[src/rtl/pcm_frame_packer.sv]
// rtl/pcm_frame_packer.sv - PCM sample to byte-stream framer feeding the SPI TX FIFO.
// Optional trailing XOR checksum byte per frame enabled by PCM_PACKER_CHECKSUM_EN.
module pcm_frame_packer #(
  parameter int         SAMPLES_PER_FRAME = 32,
  parameter logic [7:0] SYNC_WORD         = 8'hA5
) (
  input  logic        clk,
  input  logic        rst_n,
  input  logic [15:0] pcm_in,
  input  logic        pcm_ready,
  input  logic        fifo_full,
  output logic        fifo_wr_en,
  output logic [7:0]  fifo_write_data,
  output logic [15:0] dropped_count,
  output logic        frame_active
);

  typedef enum logic [2:0] {S_IDLE, S_SYNC, S_SEQ, S_LO, S_HI, S_CHK} state_t;

  localparam logic [7:0] LAST_IDX = 8'(SAMPLES_PER_FRAME - 1);

  state_t      state_q, state_d;
  logic [2:0]  sync_q, sync_d;
  logic [15:0] hold_q, hold_d;
  logic        hold_valid_q, hold_valid_d;
  logic [7:0]  seq_q, seq_d;
  logic [7:0]  idx_q, idx_d;
  logic [15:0] dropped_q, dropped_d;
`ifdef PCM_PACKER_CHECKSUM_EN
  logic [7:0]  xor_q, xor_d;
`endif

  logic capture;
  logic adv;
  logic last_byte;

  assign capture   = sync_q[1] & ~sync_q[2];
  assign adv       = (state_q != S_IDLE) && !fifo_full;
  assign last_byte = adv && (state_q == S_HI);

  always_ff @(posedge clk) begin
    if (!rst_n) begin
      state_q      <= S_IDLE;
      sync_q       <= 3'b000;
      hold_q       <= 16'h0000;
      hold_valid_q <= 1'b0;
      seq_q        <= 8'h00;
      idx_q        <= 8'h00;
      dropped_q    <= 16'h0000;
`ifdef PCM_PACKER_CHECKSUM_EN
      xor_q        <= 8'h00;
`endif
    end else begin
      state_q      <= state_d;
      sync_q       <= sync_d;
      hold_q       <= hold_d;
      hold_valid_q <= hold_valid_d;
      seq_q        <= seq_d;
      idx_q        <= idx_d;
      dropped_q    <= dropped_d;
`ifdef PCM_PACKER_CHECKSUM_EN
      xor_q        <= xor_d;
`endif
    end
  end

  always_comb begin
    state_d = state_q;
    case (state_q)
      S_IDLE: if (hold_valid_q) state_d = (idx_q == 8'h00) ? S_SYNC : S_LO;
      S_SYNC: if (adv) state_d = S_SEQ;
      S_SEQ:  if (adv) state_d = S_LO;
      S_LO:   if (adv) state_d = S_HI;
      S_HI: begin
        if (adv) begin
`ifdef PCM_PACKER_CHECKSUM_EN
          state_d = (idx_q == LAST_IDX) ? S_CHK : S_IDLE;
`else
          state_d = S_IDLE;
`endif
        end
      end
      S_CHK:  if (adv) state_d = S_IDLE;
      default: state_d = S_IDLE;
    endcase
  end

  always_comb begin
    sync_d       = {sync_q[1:0], pcm_ready};
    hold_d       = hold_q;
    hold_valid_d = hold_valid_q;
    seq_d        = seq_q;
    idx_d        = idx_q;
    dropped_d    = dropped_q;

    if (last_byte) begin
      hold_valid_d = 1'b0;
      if (idx_q == LAST_IDX) begin
        idx_d = 8'h00;
`ifndef PCM_PACKER_CHECKSUM_EN
        seq_d = seq_q + 8'd1;
`endif
      end else begin
        idx_d = idx_q + 8'd1;
      end
    end
`ifdef PCM_PACKER_CHECKSUM_EN
    if (adv && (state_q == S_CHK)) seq_d = seq_q + 8'd1;
`endif

    // The hold slot frees up in the same cycle its HI byte leaves, so a
    // sample arriving then is still accepted.
    if (capture) begin
      if (!hold_valid_q || last_byte) begin
        hold_d       = pcm_in;
        hold_valid_d = 1'b1;
      end else if (dropped_q != 16'hFFFF) begin
        dropped_d = dropped_q + 16'd1;
      end
    end
  end

`ifdef PCM_PACKER_CHECKSUM_EN
  always_comb begin
    xor_d = xor_q;
    if (adv) begin
      case (state_q)
        S_SYNC:  xor_d = 8'h00;
        S_SEQ:   xor_d = seq_q;
        S_LO:    xor_d = xor_q ^ hold_q[7:0];
        S_HI:    xor_d = xor_q ^ hold_q[15:8];
        default: xor_d = xor_q;
      endcase
    end
  end
`endif

  always_comb begin
    fifo_write_data = 8'h00;
    case (state_q)
      S_SYNC:  fifo_write_data = SYNC_WORD;
      S_SEQ:   fifo_write_data = seq_q;
      S_LO:    fifo_write_data = hold_q[7:0];
      S_HI:    fifo_write_data = hold_q[15:8];
`ifdef PCM_PACKER_CHECKSUM_EN
      S_CHK:   fifo_write_data = xor_q;
`endif
      default: fifo_write_data = 8'h00;
    endcase
    fifo_wr_en    = adv;
    frame_active  = (state_q != S_IDLE) || (idx_q != 8'h00);
    dropped_count = dropped_q;
  end

endmodule
[config.mk]
export PLATFORM = sky130hd
export DESIGN_NAME = pcm_frame_packer
export DESIGN_NICKNAME = d
export VERILOG_FILES = /design/src/rtl/pcm_frame_packer.sv
export SDC_FILE = /design/constraint.sdc
export NUM_CORES = 1
export LEC_CHECK = 0
export CAP_MARGIN = 20
export CORE_AREA = 2 2 129 81
export CTS_CLUSTER_SIZE = 20
export DETAILED_ROUTE_END_ITERATION = 12
export DIE_AREA = 0 0 131 83
export PLACE_DENSITY = 0.49
export SYNTH_ARGS = -nofsm -noshare
export SYNTH_HDL_FRONTEND = slang
export SYNTH_SLANG_ARGS = --single-unit
[constraint.sdc]
create_clock -name clk -period 5.7 [get_ports clk]
set_input_delay 0.855 -clock clk [delete_from_list [all_inputs] [get_ports clk]]
set_output_delay 0.855 -clock clk [all_outputs]
set_load 0.02 [all_outputs]
==> run_results.csv <==
group,metric,value,unit
synthesis,synth_seq_area_share,0.416,
critical_path,endpoint_kind,"primary output",
power_and_ir_drop,p_comb_frac,0.072,
synthesis,yosysMostFrequentCell,"dfxtp_1",
drt,routed.top_layer,"met4",
layout,drive_gt1_frac,0.0429,
sta,skew,0.00704,ns
cts,htree_levels,2,
drt,wl_met3,216,um
layout,area_growth,27.3,%
placement,detailed_place_hpwl,4440,um
floorplanning,ios,46,
synthesis,synthDominantCellAreaShare,0.416,
power_and_ir_drop,p_leak,1.13,nW
cts,post_cts_buffers,0,
cts,ctsHoldBuffers,0,
global_routing,overflow,0,
global_routing,grtUsageTotal,0.122,
synthesis,synth_commonest_cells,"dfxtp_1, nand2_1, and2_1",
cts,cts_num_sinks,55,
drt,firstDrtPassIters,4,
drt,postRouteAntennaNets,0,
cts,cts_buffers,5,
sta,timing.hold.ws,0.436,ns
cts,clk_latency,0.30,ns
synthesis,synth_area_leaders,"dfxtp_1, nand2_1, and2_1, a21boi_0, xnor2_1",
sta,fin_tns_setup,0,ns
cts,cts.path.max_buffers,2,
synthesis,postSynthNetCount,335,
synthesis,synth_xor_area_frac,0.0794,
layout,diodes,0,
synthesis,synth_top_family_by_area,"simple AND/OR/NAND/NOR gates",
critical_path,worstSetupPathType,"flip-flop to primary output",
layout,multi_input_area,1470,um2
critical_path,cp.arrival,2.73,ns
sta,clock.fmax,279,MHz
cts,cts_tree,"yes",
synthesis,synth_compound_area_frac,0.122,
placement,gp_congestion,0.770,
critical_path,crit_path_max_fanout,5,
power_and_ir_drop,cellPowerDensity,232,nW/um2
drt,drt_iter0_markers,107,
synthesis,yosysUniqueCellTypes,35,
synthesis,synth_fa_ha_area_frac,0.0189,
synthesis,synth.avg_cell_area,8.51,um2
sta,rsz0062_at_grt,"no",
synthesis,synth-seq-cells,55,
floorplanning,dieArea,10900,um2
floorplanning,initial_core_util,0.275,
power_and_ir_drop,clkPwrFrac,0.420,
synthesis,synth_async_sr_flop_share,0,
power_and_ir_drop,switching_share,0.225,
drt,wl_met1,3530,um
cts,cts_root_buf,"clkbuf_16",
synthesis,syn_inst,311,
global_routing,grt_max_degree,54,
layout,nFillCells,1005,
drt,avgRoutedWirePerCell,12.9,um
floorplanning,die_w,131,um
power_and_ir_drop,netSwitchingPower,0.000176,W
floorplanning,die_h,83,um
global_routing,grt_pass1_wl,10500,um
floorplanning,rows,28,
drt,route.met2.wl,2440,um
sta,relSlewSlack,0.469,
global_routing,grt_pass1_vias,2077,
synthesis,yosysTopAreaCell,"dfxtp_1",
run,maxCapViolCount,0,
sta,tightest_slew,0.796,ns
power_and_ir_drop,ir_drop,0.000121,V
drt,drc,0,
cts,clkTransAtPathRegs,0.06,ns
critical_path,startpoint_type,"flip-flop",
power_and_ir_drop,p_int,0.000607,W
synthesis,ys.flop_type,"dfxtp_1",
synthesis,synth_warnings,0,
layout,fin_util,0.350,
critical_path,required,4.85,ns
global_routing,grt_antenna_before_repair,0,
drt,vias,2153,
sta,period_share,0.629,
run_status,outcome,"finished, final reports clean",
sta,finalHoldViolCount,0,
synthesis,synth_simple_gate_area_frac,0.308,
layout,seqCellArea,1100,um2
sta,maxSlewViolCount,0,
power_and_ir_drop,seqPwrFrac,0.508,
synthesis,synth_edf_count,0,
layout,fin_nets,373,
synthesis,synthMuxAreaShare,0.0265,
synthesis,netlist_area,2650,um2
cts,cts_resized,0,
hold_path,hold_class,"flip-flop to flip-flop",
sta,setup_violations,0,
placement,io_buffers,45,
floorplanning,core-area,9630,um2
sta,post-route-min-period,3.59,ns
drt,drt-total-wl,6270,um
drt,avgViaCountPerCell,4.44,
-- per-stage QoR --
stage / instances / total power (W) / worst slack, ns / instance area (um2)
detailed placement: 477 / 0.000464 / 2.42 / 3210
global route: 485 / 0.000816 / 2.01 / 3370
global placement: 477 / 0.000464 / 2.48 / 3210
floorplan: 311 / 0.000434 / 3.02 / 2650
finish: 485 / 0.000783 / 2.11 / 3370
CTS: 485 / 0.000799 / 2.08 / 3370
-- cell usage in the layout, fill, tap and decap left out, types with 7 or more instances in the layout --
| cell | instances |
|---|---|
| nand3_1 | 10 |
| and2_1 | 25 |
| clkdlybuf4s50_1 | 44 |
| xor2_1 | 7 |
| dfxtp_1 | 55 |
| o22ai_1 | 7 |
| xnor2_1 | 17 |
| nand2_1 | 53 |
| nand4_1 | 13 |
| a21oi_1 | 7 |
| o21ai_0 | 8 |
| nor2_1 | 9 |
| nor2b_1 | 9 |
| a21boi_0 | 20 |
| mux2i_1 | 7 |
-- flip-flops by register name, summed over array words and instances (netlist names) --
signal         count
hold_q            16
idx_q              8
hold_valid_q       1
sync_q             3
seq_q              8
dropped_count     16
state_q            3
-- worst max-delay path: stages (launching register included) --
cell	delay, ns
dfxtp_1	0.35
inv_1	0.10
ha_1	0.14
or4b_2	0.57
or4_1	0.43
or2_2	0.29
clkdlybuf4s50_1	0.55
-- worst paths after layout --
kind / startpoint / to / slack, ns / depth (start not counted)
worst min register to register: sync_q[0] / sync_q[1] / 0.44 / 1
worst max register to register: state_q[0] / dropped_count[15] / 3.12 / 5
worst min-delay path: sync_q[0] / sync_q[1] / 0.44 / 1
worst max-delay path: idx_q[0] / frame_active / 2.11 / 6
-- power groups by stage --
stage               sequential [W]  clock [W]  combinational (W)
floorplan                 0.000401          0          0.0000325
finish                    0.000398   0.000329          0.0000564
CTS                       0.000397   0.000344          0.0000575
global route              0.000399   0.000355          0.0000623
global placement          0.000406          0          0.0000574
detailed placement        0.000406          0          0.0000571
-- per-layer routing --
metal | track usage | vias to the layer above
li1 | - | 1143
met1 | 0.191 | 975
met2 | 0.156 | 27
met3 | 0.0335 | 8
met4 | 0.0387 | 0
met5 | 0 | -
-- cell type report --
class                   instances  area share
multi-input cells             236       0.436
flip-flops and latches         55       0.327
repair buffers                 46       0.134
well taps                     135      0.0501
clock buffers                   7      0.0453
inverters                       5     0.00557
clock inverters                 1     0.00223
-- kinds of logic after synthesis --
kind of cell / after synthesis
AO/OA/AOI/OAI: 49
XOR/XNOR: 24
adder cells (fa/ha/maj): 4
buffers and inverters: 20
flip-flops: 55
multiplexers: 7
AND/OR/NAND/NOR: 152
(Power assumes the default switching activity.)
